`config.mk`:
```
export PLATFORM = sky130hd
export DESIGN_NAME = lfm_chirp_ctrl
export DESIGN_NICKNAME = d
export VERILOG_FILES = /design/src/rtl/lfm_chirp_ctrl.sv
export SDC_FILE = /design/constraint.sdc
export NUM_CORES = 1
export LEC_CHECK = 0
export ABC_AREA = 1
export BUFFER_PORTS_ARGS = -buffer_cell sky130_fd_sc_hd__buf_2
export CORE_ASPECT_RATIO = 0.75
export CORE_MARGIN = 2
export CORE_UTILIZATION = 26
export DETAILED_ROUTE_END_ITERATION = 8
export PLACE_DENSITY_LB_ADDON = 0.3
export SKIP_CTS_REPAIR_TIMING = 1
export SYNTH_ARGS = -nofsm -noshare
export SYNTH_HDL_FRONTEND = slang
export SYNTH_SLANG_ARGS = --single-unit
export TNS_END_PERCENT = 20
```
`constraint.sdc`:
```
create_clock -name clk -period 17 [get_ports clk]
set_input_delay 1.7 -clock clk [delete_from_list [all_inputs] [get_ports clk]]
set_output_delay 1.7 -clock clk [all_outputs]
set_load 0.1 [all_outputs]
```
`src/rtl/lfm_chirp_ctrl.sv`:
```
// ---------------------------------------------------------------------------
// lfm_chirp_ctrl
//
// Sequencer for the LFM DDS datapath. It drives the frequency-tuning word
// (FTW) of the phase accumulator so that one configured DDS core emits a
// train of linear-chirp pulses separated by programmable gaps.
//
// Optional build macro:
//   LFM_TRIANGLE_EN  - each chirp is a symmetric up/down sweep: samples
//                      1..H add dftw, samples H+1..len_eff-1 subtract it,
//                      with H = len_eff >> 1. Undefined: sawtooth only.
//
// Parameters:
//   N_PHASE   phase accumulator / FTW width
//   CNT_W     width of the chirp-length and gap counters
//   NPULSE_W  width of the pulse-count and pulse-index fields
//
// Ports:
//   clk         system clock, rising edge
//   rst         synchronous active-high reset, priority over all inputs
//   cfg_ftw0    FTW on the first sample of every chirp
//   cfg_dftw    per-sample FTW increment (two's complement)
//   cfg_len     chirp length in samples (0 behaves as 1)
//   cfg_gap     idle samples after each chirp (0 = back-to-back chirps)
//   cfg_npulse  number of pulses (0 = run until abort)
//   start       single-cycle start request, honoured only when idle
//   abort       stop immediately, returns to idle without done
//   busy        high whenever a train is pending or running
//   ftw_out     FTW presented to the DDS accumulator
//   phase_clr   clears the DDS accumulator on sample 0 of each chirp
//   tx_en       high on chirp samples, gates the DDS output
//   pulse_idx   index of the current pulse, counting from 0
//   done        one-cycle strobe when a finite train completes
//
// Timing: start sampled at edge k is parked in start_q; the first chirp
// sample (tx_en, phase_clr, ftw_out = cfg_ftw0) is registered at edge k+1.
// All outputs except busy are registers.
// ---------------------------------------------------------------------------
module lfm_chirp_ctrl #(
    parameter int N_PHASE  = 32,
    parameter int CNT_W    = 24,
    parameter int NPULSE_W = 16
) (
    input  logic                clk,
    input  logic                rst,
    input  logic [N_PHASE-1:0]  cfg_ftw0,
    input  logic [N_PHASE-1:0]  cfg_dftw,
    input  logic [CNT_W-1:0]    cfg_len,
    input  logic [CNT_W-1:0]    cfg_gap,
    input  logic [NPULSE_W-1:0] cfg_npulse,
    input  logic                start,
    input  logic                abort,
    output logic                busy,
    output logic [N_PHASE-1:0]  ftw_out,
    output logic                phase_clr,
    output logic                tx_en,
    output logic [NPULSE_W-1:0] pulse_idx,
    output logic                done
);

    typedef enum logic [1:0] {
        ST_IDLE,
        ST_SWEEP,
        ST_GAP
    } state_t;

    localparam logic [CNT_W-1:0]    CNT_ONE = CNT_W'(1);
    localparam logic [NPULSE_W-1:0] NP_ONE  = NPULSE_W'(1);

    // FSM and output registers
    state_t                state,   state_d;
    logic                  start_q, start_q_d;
    logic [CNT_W-1:0]      cnt,     cnt_d;
    logic [N_PHASE-1:0]    ftw_q,   ftw_d;
    logic                  pclr_q,  pclr_d;
    logic                  tx_q,    tx_d;
    logic [NPULSE_W-1:0]   idx_q,   idx_d;
    logic                  done_q,  done_d;

    // Configuration captured when start is accepted
    logic [N_PHASE-1:0]    ftw0_q;
    logic [N_PHASE-1:0]    dftw_q;
    logic [CNT_W-1:0]      len_q;
    logic [CNT_W-1:0]      gap_q;
    logic [NPULSE_W-1:0]   npulse_q;
`ifdef LFM_TRIANGLE_EN
    logic [CNT_W-1:0]      half_q;
`endif

    logic                  load_cfg;
    logic                  pulse_end;
    logic                  last_pulse;
    logic [CNT_W-1:0]      len_eff;

    assign len_eff    = (cfg_len == '0) ? CNT_ONE : cfg_len;
    // npulse_q == 0 never matches, which gives the continuous mode.
    assign last_pulse = (npulse_q != '0) && (idx_q == npulse_q - NP_ONE);

    // -----------------------------------------------------------------------
    // Next-state and next-output logic
    // -----------------------------------------------------------------------
    always_comb begin
        // NOTE: every signal driven here gets a default first, so no path
        // through the case statement can leave one unassigned (no latches).
        state_d   = state;
        start_q_d = 1'b0;
        cnt_d     = cnt;
        ftw_d     = ftw_q;
        pclr_d    = 1'b0;
        tx_d      = tx_q;
        idx_d     = idx_q;
        done_d    = 1'b0;
        load_cfg  = 1'b0;
        pulse_end = 1'b0;

        case (state)
            ST_IDLE: begin
                if (start_q) begin
                    // First sample of the first chirp
                    state_d = ST_SWEEP;
                    cnt_d   = '0;
                    ftw_d   = ftw0_q;
                    pclr_d  = 1'b1;
                    tx_d    = 1'b1;
                end else if (start) begin
                    start_q_d = 1'b1;
                    load_cfg  = 1'b1;
                    idx_d     = '0;
                end
            end

            ST_SWEEP: begin
                if (cnt == len_q - CNT_ONE) begin
                    if (gap_q != '0) begin
                        state_d = ST_GAP;
                        cnt_d   = '0;
                        ftw_d   = '0;
                        tx_d    = 1'b0;
                    end else begin
                        pulse_end = 1'b1;
                    end
                end else begin
                    cnt_d = cnt + CNT_ONE;
`ifdef LFM_TRIANGLE_EN
                    // Moving from sample cnt to cnt+1: rise while cnt+1 <= H.
                    ftw_d = (cnt < half_q) ? ftw_q + dftw_q : ftw_q - dftw_q;
`else
                    ftw_d = ftw_q + dftw_q;
`endif
                end
            end

            ST_GAP: begin
                if (cnt == gap_q - CNT_ONE) begin
                    pulse_end = 1'b1;
                end else begin
                    cnt_d = cnt + CNT_ONE;
                end
            end

            default: begin
                state_d = ST_IDLE;
                ftw_d   = '0;
                tx_d    = 1'b0;
            end
        endcase

        // End of a pulse (sweep with no gap, or gap expiry): either the
        // train is complete or the next chirp starts without a bubble.
        if (pulse_end) begin
            if (last_pulse) begin
                state_d = ST_IDLE;
                ftw_d   = '0;
                tx_d    = 1'b0;
                done_d  = 1'b1;
            end else begin
                state_d = ST_SWEEP;
                cnt_d   = '0;
                ftw_d   = ftw0_q;
                pclr_d  = 1'b1;
                tx_d    = 1'b1;
                idx_d   = idx_q + NP_ONE;
            end
        end

        // Abort overrides everything, including a start in the same cycle.
        // pulse_idx is left untouched so the aborted position stays visible.
        if (abort) begin
            state_d   = ST_IDLE;
            start_q_d = 1'b0;
            load_cfg  = 1'b0;
            cnt_d     = '0;
            ftw_d     = '0;
            pclr_d    = 1'b0;
            tx_d      = 1'b0;
            idx_d     = idx_q;
            done_d    = 1'b0;
        end
    end

    // -----------------------------------------------------------------------
    // State and output registers
    // -----------------------------------------------------------------------
    // NOTE: sequential state uses non-blocking assignments so every register
    // samples the pre-edge values regardless of statement order.
    always_ff @(posedge clk) begin
        if (rst) begin
            state   <= ST_IDLE;
            start_q <= 1'b0;
            cnt     <= '0;
            ftw_q   <= '0;
            pclr_q  <= 1'b0;
            tx_q    <= 1'b0;
            idx_q   <= '0;
            done_q  <= 1'b0;
        end else begin
            state   <= state_d;
            start_q <= start_q_d;
            cnt     <= cnt_d;
            ftw_q   <= ftw_d;
            pclr_q  <= pclr_d;
            tx_q    <= tx_d;
            idx_q   <= idx_d;
            done_q  <= done_d;
        end
    end

    // NOTE: the configuration registers carry no reset: they are written on
    // every accepted start and only read while a train is running.
    always_ff @(posedge clk) begin
        if (load_cfg) begin
            ftw0_q   <= cfg_ftw0;
            dftw_q   <= cfg_dftw;
            len_q    <= len_eff;
            gap_q    <= cfg_gap;
            npulse_q <= cfg_npulse;
`ifdef LFM_TRIANGLE_EN
            half_q   <= len_eff >> 1;
`endif
        end
    end

    assign busy      = (state != ST_IDLE) || start_q;
    assign ftw_out   = ftw_q;
    assign phase_clr = pclr_q;
    assign tx_en     = tx_q;
    assign pulse_idx = idx_q;
    assign done      = done_q;

endmodule

```
* Word-level counts from Yosys, hierarchy flattened
Index checks and enable logic that the tools add are counted.
Storage, ports and cells: output and inout port bits 52, bits of input ports 132, logic and storage cells 84, register bits after elaboration 206
Cells by class: bitwise logic cells 1, reductions and logical operators 11, add/subtract/negate cells 6, muxes and demuxes 43, equality and inequality tests 10
Operators with widths (number):
- 32-bit two-way mux | 5
- 24-bit two-way mux | 6
- 32-bit one-hot mux with 3 select lines | 1
- 16-bit two-way mux | 5
- 24-bit one-hot mux with 3 select lines | 1
- 24-bit equality test | 2
- 24-bit by 1-bit subtractor with 24-bit output, second input constant | 2
- 32-bit adder | 1
- 24-bit by 1-bit adder with 24-bit output, second input constant | 1
- 24-bit logical NOT | 1
- 24-bit nonzero test | 1
- 1-bit two-way mux | 18
- 16-bit by 1-bit adder with 16-bit output, second input constant | 1
- 16-bit equality test | 1
- 16-bit nonzero test | 1
- 16-bit by 1-bit subtractor with 16-bit output, second input constant | 1
- 3-bit inequality test, second input constant | 3
- 2-bit two-way mux | 4
- 2-bit one-hot mux with 3 select lines | 1
- 4-bit inequality test, second input constant | 1
- 4-bit AND reduction | 1
- 1-bit one-hot mux with 3 select lines | 1
- 3-bit AND reduction | 1
- 3-bit OR reduction | 1
- 10 further kinds | 10

* Depth between registers and ports, before layout
Gate-level depths: netlist of run 1.
word-level depth 6, gate-level depth with buffers 20, gate-level depth less buffers 19

* Worst setup path before layout of run 1
OpenSTA, ideal clock, no wires.
path kind in2reg, start in start, end reg dftw_q[0] (enable), data required time 16.383 ns, library setup time 0.617 ns, slack 8.917 ns, arrival 7.465 ns, cell stages on the path 3, cell sequence nand3_1 clkbuf_1 nor2_1
Between the ends: cells in the longest elaborated chain, start to end 4
Ends and longest elaborated chain:
- start, declared | line 51 | input logic start,
- 1-bit two-way mux | line 125 | end else if (start) begin
- 1-bit two-way mux | line 118 | if (start_q) begin
- 1-bit two-way mux (2 in series)
- named net load_cfg | line 90 | logic load_cfg;
- end signal, assigned | line 233 | dftw_q <= cfg_dftw;
- end, declared | line 82 | logic [N_PHASE-1:0] dftw_q;
The timed path passes the listed nets, and every way through them passes these cells. A chain may end at the register's enable or synchronous reset.

* Worst setup path in the final report of run 1
start reg len_q[0], end reg cnt[10]
Between the ends: cells in the longest elaborated chain, start to end 6, elaborated cells on any way between the ends 8
Ends and longest elaborated chain:
- start, declared | line 83 | logic [CNT_W-1:0] len_q;
- start signal, assigned | line 234 | len_q <= len_eff;
- 24-bit by 1-bit subtractor with 24-bit output (*) | line 133 | if (cnt == len_q - CNT_ONE) begin
- 24-bit equality test (*) | line 133
- 24-bit two-way mux | line 133
- 24-bit one-hot mux with 3 select lines | line 116 | case (state)
- 24-bit two-way mux | line 171 | if (last_pulse) begin
- 24-bit two-way mux (*) | line 170 | if (pulse_end) begin
- end signal, assigned | line 219 | cnt <= cnt_d;
- end, declared | line 73 | logic [CNT_W-1:0] cnt, cnt_d;
Mark *: on every way between the ends. The rest lies on a longest branch, timed or not.

==> results of run 1 <==
==> state kept, by name, indices dropped and copies added, names as in the netlist, 16 cells and up <==
| signal | cells |
|---|---|
| dftw_q | 32 |
| ftw0_q | 32 |
| ftw_out | 32 |
| cnt | 24 |
| gap_q | 24 |
| len_q | 24 |
| npulse_q | 16 |
| pulse_idx | 16 |
==> cells in the final DEF (no fill, tap or decap), types with 21 or more instances in the layout <==
cell type	instances
nand2_1	710
nor2_1	263
buf_2	183
nand3_1	180
inv_1	178
edfxtp_1	128
xor2_1	84
dfxtp_1	77
nand4_1	70
a21oi_1	70
o21ai_0	65
nand3b_1	51
ha_1	41
xnor2_1	29
clkbuf_16	27
o21ai_1	23
nor3_1	21
==> routing by layer <==
| metal | vias to the layer above | global-route usage [%] |
|---|---|---|
| li1 | 7286 | - |
| met1 | 6820 | 25.9 |
| met2 | 492 | 25.3 |
| met3 | 49 | 2.32 |
| met4 | 0 | 3.72 |
| met5 | - | 0 |
==> worst max-delay path by stage <==
stage                          endpoint  depth (start not counted)  slack (ps)                    from
2_1_floorplan       dftw_q[0]$_DFFE_PP_                          3        8920                   start
3_3_place_gp         cnt[18]$_SDFF_PP0_                         15       13100  len_q[0]$_SDFFCE_PN1P_
3_5_place_dp         cnt[13]$_SDFF_PP0_                         15       12940  len_q[0]$_SDFFCE_PN1P_
4_1_cts                            busy                          5       12850      tx_en$_SDFFE_PP0P_
5_1_grt        ftw_out[11]$_SDFFE_PP0P_                         17       12520      gap_q[0]$_DFFE_PP_
6_report             cnt[10]$_SDFF_PP0_                         15       12890  len_q[0]$_SDFFCE_PN1P_
==> cell type report <==
type,count,area (um^2),share of cell area [%]
sequential,205,5390,31.3
inverter,180,676,3.93
clock buffer,35,736,4.28
multi-input combinational,1671,8300,48.3
timing repair buffer,195,1010,5.86
tap,731,915,5.32
clock inverter,13,165,0.961
==> cells by family (layout without fill, tap and decap cells) <==
group                    Yosys count  after routing  share of synthesized area, %
buffers and inverters            291            423                          8.29
flip-flops                       205            205                          36.1
AO/OA/AOI/OAI                    176            176                          6.24
adder cells (fa/ha/maj)           42             42                          3.58
AND/OR/NAND/NOR                 1340           1340                          39.1
XOR/XNOR                         113            113                          6.64
==> stage by stage <==
| stage | hold slack [ps] | cells |
|---|---|---|
| 6_report | 476 | 3030 |
| 5_1_grt | 510 | 3030 |
| 4_1_cts | 476 | 3030 |
| 3_5_place_dp | 474 | 2982 |
| 3_3_place_gp | 471 | 2982 |
| 2_1_floorplan | 444 | 2167 |
==> power by group through the flow <==
stage,combinational (mW),sequential (mW),clock [mW]
finish,0.239,0.574,0.582
floorplan,0.139,0.614,0
global route,0.264,0.576,0.618
CTS,0.238,0.574,0.601
detailed placement,0.236,0.584,0
global placement,0.235,0.584,0
==> worst min-delay path: stages (launching register included) <==
cell and delay [ps]:
dfxtp_1 310, nand2_1 60, a21oi_1 60
==> impl_metrics.csv, run 1 <==
group,metric,value,unit
floorplanning,num_io_pins,184,
worst_setup_path,crit_arrival,4520,ps
yosys,ys_seq_elements,205,
floorplanning,initial_core_util,26.5,%
layout,areaGrowthSynthToFinish,15.3,%
sta,tns,0,ps
yosys,synth-seq-area-share,36.1,%
detailed_routing,drt-met1-wl,25800,um
power_and_ir_drop,p_seq_share,41.2,%
sta,drv_slew,0,
hold_path,min_path_type,"reg2reg",
worst_setup_path,cp-end-kind,"flop",
yosys,synth_common_cells,"710 x nand2_1, 265 x nor2_1, 180 x nand3_1",
grt,grt_usage,17.0,%
floorplanning,die_h,211,um
sta,setup_slack,12890,ps
power_and_ir_drop,p_int,0.975,mW
sta,finalCriticalPeriod,4110,ps
sta,setup_violations,0,
worst_setup_path,r2r_slack,12890,ps
detailed_routing,wl,51600,um
clock_tree,clockBufferDepth,3,
layout,drive_above_1_share,11.8,%
yosys,yosysUniqueCellTypes,45,
flow_run,max_cap_viol_count,0,
layout,fin_util,30.5,%
detailed_routing,routed.top_layer,"met4",
grt,antenna_found_initial,0,
layout,n_antenna_cell,0,
yosys,synth.area.top_cells,"edfxtp_1 26%, nand2_1 18%, dfxtp_1 10%",
clock_tree,cts_max_level,1,
yosys,yosysMostFrequentCell,"nand2_1",
hold_path,worstHoldPathCells,2,
yosys,syn_area_per_cell,6.88,um^2
worst_setup_path,worstPathRequired,17410,ps
yosys,async_flop_share,0,%
yosys,synth_fp_nets,2341,
place,portBuffers,183,
worst_setup_path,reg2reg_to,"cnt[10]$_SDFF_PP0_",
sta,slew_headroom,33.7,%
floorplanning,core_region_area,56300,um^2
layout,fin_nets,2453,
sta,fmax,0.243,GHz
grt,grt.overflow.total,0,
hold_path,hp-start,"start_q$_SDFF_PP0_",
yosys,yosys_warnings,0,
yosys,synthCells,2167,
grt,grt_max_degree,65,
power_and_ir_drop,power_density,81.2,nW/um^2
worst_setup_path,max_stage_delay,620,ps
yosys,ys.flop_type,"edfxtp_1",
detailed_routing,met2_length,21200,um
yosys,netlist_area,14900,um^2
power_and_ir_drop,swShare,30.1,%
floorplanning,num_rows,75,
place,place_congestion,0.945,
detailed_routing,viasPerCell,4.83,
layout,design_area,17200,um^2
grt,grt_pass1_wl,79100,um
clock_tree,cts.sinks,205,
worst_setup_path,critPathLaunchType,"flop",
power_and_ir_drop,power_switching,0.420,mW
clock_tree,path_clk_slew,70,ps
yosys,netlist.area_leader.share,25.8,%
clock_tree,cts_made_buffers,26,
place,dp_hpwl,38200,um
floorplanning,dieArea,59300,um^2
power_and_ir_drop,power,1.39,mW
sta,rsz0062_at_grt,"false",
yosys,yosysTopAreaCell,"edfxtp_1",
place,dpl-instance-area,16300,um^2
detailed_routing,antenna_left,0,
power_and_ir_drop,vdd_drop_max,0.0641,mV
clock_tree,worst_skew_pair.late_latency,560,ps
layout,nFillCells,6082,
worst_setup_path,criticalPathCategory,"reg2reg",
detailed_routing,met3_wirelength,3570,um
detailed_routing,drt_iter0_drc,1155,
power_and_ir_drop,pwr-share-comb,17.1,%
yosys,synth_edf_count,128,
worst_setup_path,rr_worst_depth,15,
worst_setup_path,slowest_stage,"nand2_2",
worst_setup_path,critPathBufInv,1,
hold_path,whs_endpoint,"phase_clr$_SDFF_PP0_",
detailed_routing,vias,14647,
floorplanning,die_x,280,um
sta,fin_crit_sh,24.2,%
power_and_ir_drop,clock_power_share,41.7,%
clock_tree,cts_tree,"done",
worst_setup_path,cp_cell_sequence,"inv_1 > ha_1 > nand2_2 > nor2_4 > nand3b_1 > nand2_1 > nand2_1 > nor2_1 > nand2_1 > nor2_1 > nand4_1 > nand2_2 > nand3_2 > nand2_2 > a21oi_1",
grt,grt_pass1_vias,13739,
worst_setup_path,worstPathMaxFanout,24,
worst_setup_path,rr_startpoint,"len_q[0]$_SDFFCE_PN1P_",
detailed_routing,dr.pass1.iters,5,
place,dp_slack,12940,ps
run_status,outcome,"complete, no violations",
clock_tree,cts-root-buf,"clkbuf_16",
detailed_routing,drc,0,
power_and_ir_drop,leakagePower,7.94,nW
worst_setup_path,critPathTopFamily,"simple AND/OR/NAND/NOR gates",
sta,tightest_slew,993,ps
sta,hold_viol_final,0,
sta,finClkSkew,15.1,ps
detailed_routing,wl_per_cell,17.0,um
(Power assumes the default switching activity.)
==> run 2, diff against run 1 <==
==> constraint.sdc (replaced) <==
create_clock -name clk -period 3.9 [get_ports clk]
set_input_delay 0.39 -clock clk [delete_from_list [all_inputs] [get_ports clk]]
set_output_delay 0.39 -clock clk [all_outputs]
set_load 0.1 [all_outputs]
==> impl_metrics.csv, run 2 (synthesis gave the netlist of run 1 again) <==
group,metric,value,unit
detailed_routing,wl,52900,um
detailed_routing,wl_per_cell,17.1,um
floorplanning,die_x,280,um
place,dpl-instance-area,16400,um^2
power_and_ir_drop,leakagePower,8.25,nW
sta,finalCriticalPeriod,3510,ps
layout,areaGrowthSynthToFinish,20.1,%
detailed_routing,drc,0,
worst_setup_path,criticalPathCategory,"reg2reg",
sta,tightest_slew,985,ps
grt,grt_max_degree,62,
sta,hold_viol_final,0,
worst_setup_path,r2r_slack,390,ps
sta,rsz0062_at_grt,"false",
run_status,outcome,"complete, no violations",
detailed_routing,drt_iter0_drc,1372,
floorplanning,num_io_pins,184,
hold_path,whs_endpoint,"npulse_q[12]$_DFFE_PP_",
layout,n_antenna_cell,0,
detailed_routing,vias,14938,
place,portBuffers,183,
clock_tree,cts_tree,"done",
worst_setup_path,crit_arrival,3960,ps
worst_setup_path,cp-end-kind,"flop",
sta,tns,0,ps
flow_run,max_cap_viol_count,0,
detailed_routing,viasPerCell,4.82,
hold_path,worstHoldPathCells,1,
sta,fin_crit_sh,90.0,%
place,dp_hpwl,39400,um
layout,design_area,17900,um^2
place,dp_cells,2998,
worst_setup_path,reg2reg_to,"ftw_out[4]$_SDFFE_PP0P_",
hold_path,min_path_type,"in2reg",
clock_tree,cts_made_buffers,26,
floorplanning,initial_core_util,26.5,%
floorplanning,dieArea,59300,um^2
clock_tree,clockBufferDepth,3,
floorplanning,die_h,211,um
place,place_congestion,0.924,
clock_tree,worst_skew_pair.late_latency,560,ps
clock_tree,path_clk_slew,70,ps
worst_setup_path,worstPathRequired,4350,ps
floorplanning,core_region_area,56300,um^2
clock_tree,cts.sinks,205,
detailed_routing,dr.pass1.iters,7,
worst_setup_path,worstPathMaxFanout,61,
worst_setup_path,rr_startpoint,"len_q[0]$_SDFFCE_PN1P_",
sta,drv_slew,0,
layout,drive_above_1_share,12.3,%
worst_setup_path,critPathLaunchType,"flop",
grt,grt.overflow.total,0,
layout,final_cells,3096,
sta,setup_violations,0,
worst_setup_path,rr_worst_depth,17,
layout,final_common_cell,"nand2_1",
power_and_ir_drop,vdd_drop_max,0.443,mV
floorplanning,num_rows,75,
detailed_routing,antenna_left,0,
grt,grt_usage,17.4,%
power_and_ir_drop,power_density,351,nW/um^2
hold_path,hp-start,"cfg_npulse[12]",
sta,slew_headroom,34.3,%
layout,fin_nets,2519,
grt,grt_pass1_wl,80500,um
grt,antenna_found_initial,0,
layout,final_cell_mix,"710 x nand2_1, 263 x nor2_1, 183 x buf_2",
clock_tree,cts_max_level,1,
sta,finClkSkew,19.3,ps
sta,fin_hold_ws,12.5,ps
clock_tree,cts-root-buf,"clkbuf_16",
grt,grt_pass1_vias,13675,
sta,fmax,0.285,GHz
-- run 2: critical path, stage by stage, from the launching register on --
cell and delay [ps]:
edfxtp_1 390, inv_1 110, ha_1 210, nand2_2 130, nor2_4 380, nand3b_1 150
nand2_1 110, nand2_1 50, nor2_1 110, nand2_1 80, nor2_1 220, nand4_1 220
nand2_2 400, nand2_8 340, nand2_1 180, nand2_1 70, nor2_1 140, nor2_1 50
-- run 2: worst max path at each step --
stage,start,end
2_1_floorplan,tx_en$_SDFFE_PP0P_,dftw_q[0]$_DFFE_PP_
3_3_place_gp,len_q[0]$_SDFFCE_PN1P_,cnt[11]$_SDFF_PP0_
3_5_place_dp,len_q[0]$_SDFFCE_PN1P_,cnt[11]$_SDFF_PP0_
4_1_cts,len_q[0]$_SDFFCE_PN1P_,cnt[11]$_SDFF_PP0_
5_1_grt,gap_q[0]$_DFFE_PP_,ftw_out[8]$_SDFFE_PP0P_
6_report,len_q[0]$_SDFFCE_PN1P_,ftw_out[4]$_SDFFE_PP0P_
-- run 2: cell type report --
class / instances / area [um^2]
Clock buffer: 28 / 689
Clock inverter: 20 / 254
Fill cell: 6091 / 38400
Inverter: 180 / 676
Multi-Input combinational cell: 1671 / 8330
Sequential cell: 205 / 5390
Tap cell: 731 / 915
Timing Repair Buffer: 261 / 1650
-- run 2: report_power, final --
group / switching [mW] / internal, mW / total [mW]
registers: 0.0836 / 2.42 / 2.50
logic: 0.753 / 0.344 / 1.10
clock network: 1.06 / 1.62 / 2.68
-- run 2: metal layers --
layer	vias up	GRT usage (%)	routed length [um]
met5	-	0	0
met4	0	3.06	741
met3	47	2.54	3490
met2	485	26.1	22200
met1	6981	26.4	26500
li1	7425	-	-
-- run 2: per-stage QoR --
stage          utilization (%)  power, mW  setup WS, ps
2_1_floorplan                -       3.27          13.7
6_report                  31.8       6.28           390
3_5_place_dp              29.2       3.59           214
5_1_grt                   31.8       6.55          12.2
3_3_place_gp              29.2       3.59           307
4_1_cts                   30.8       6.30           208
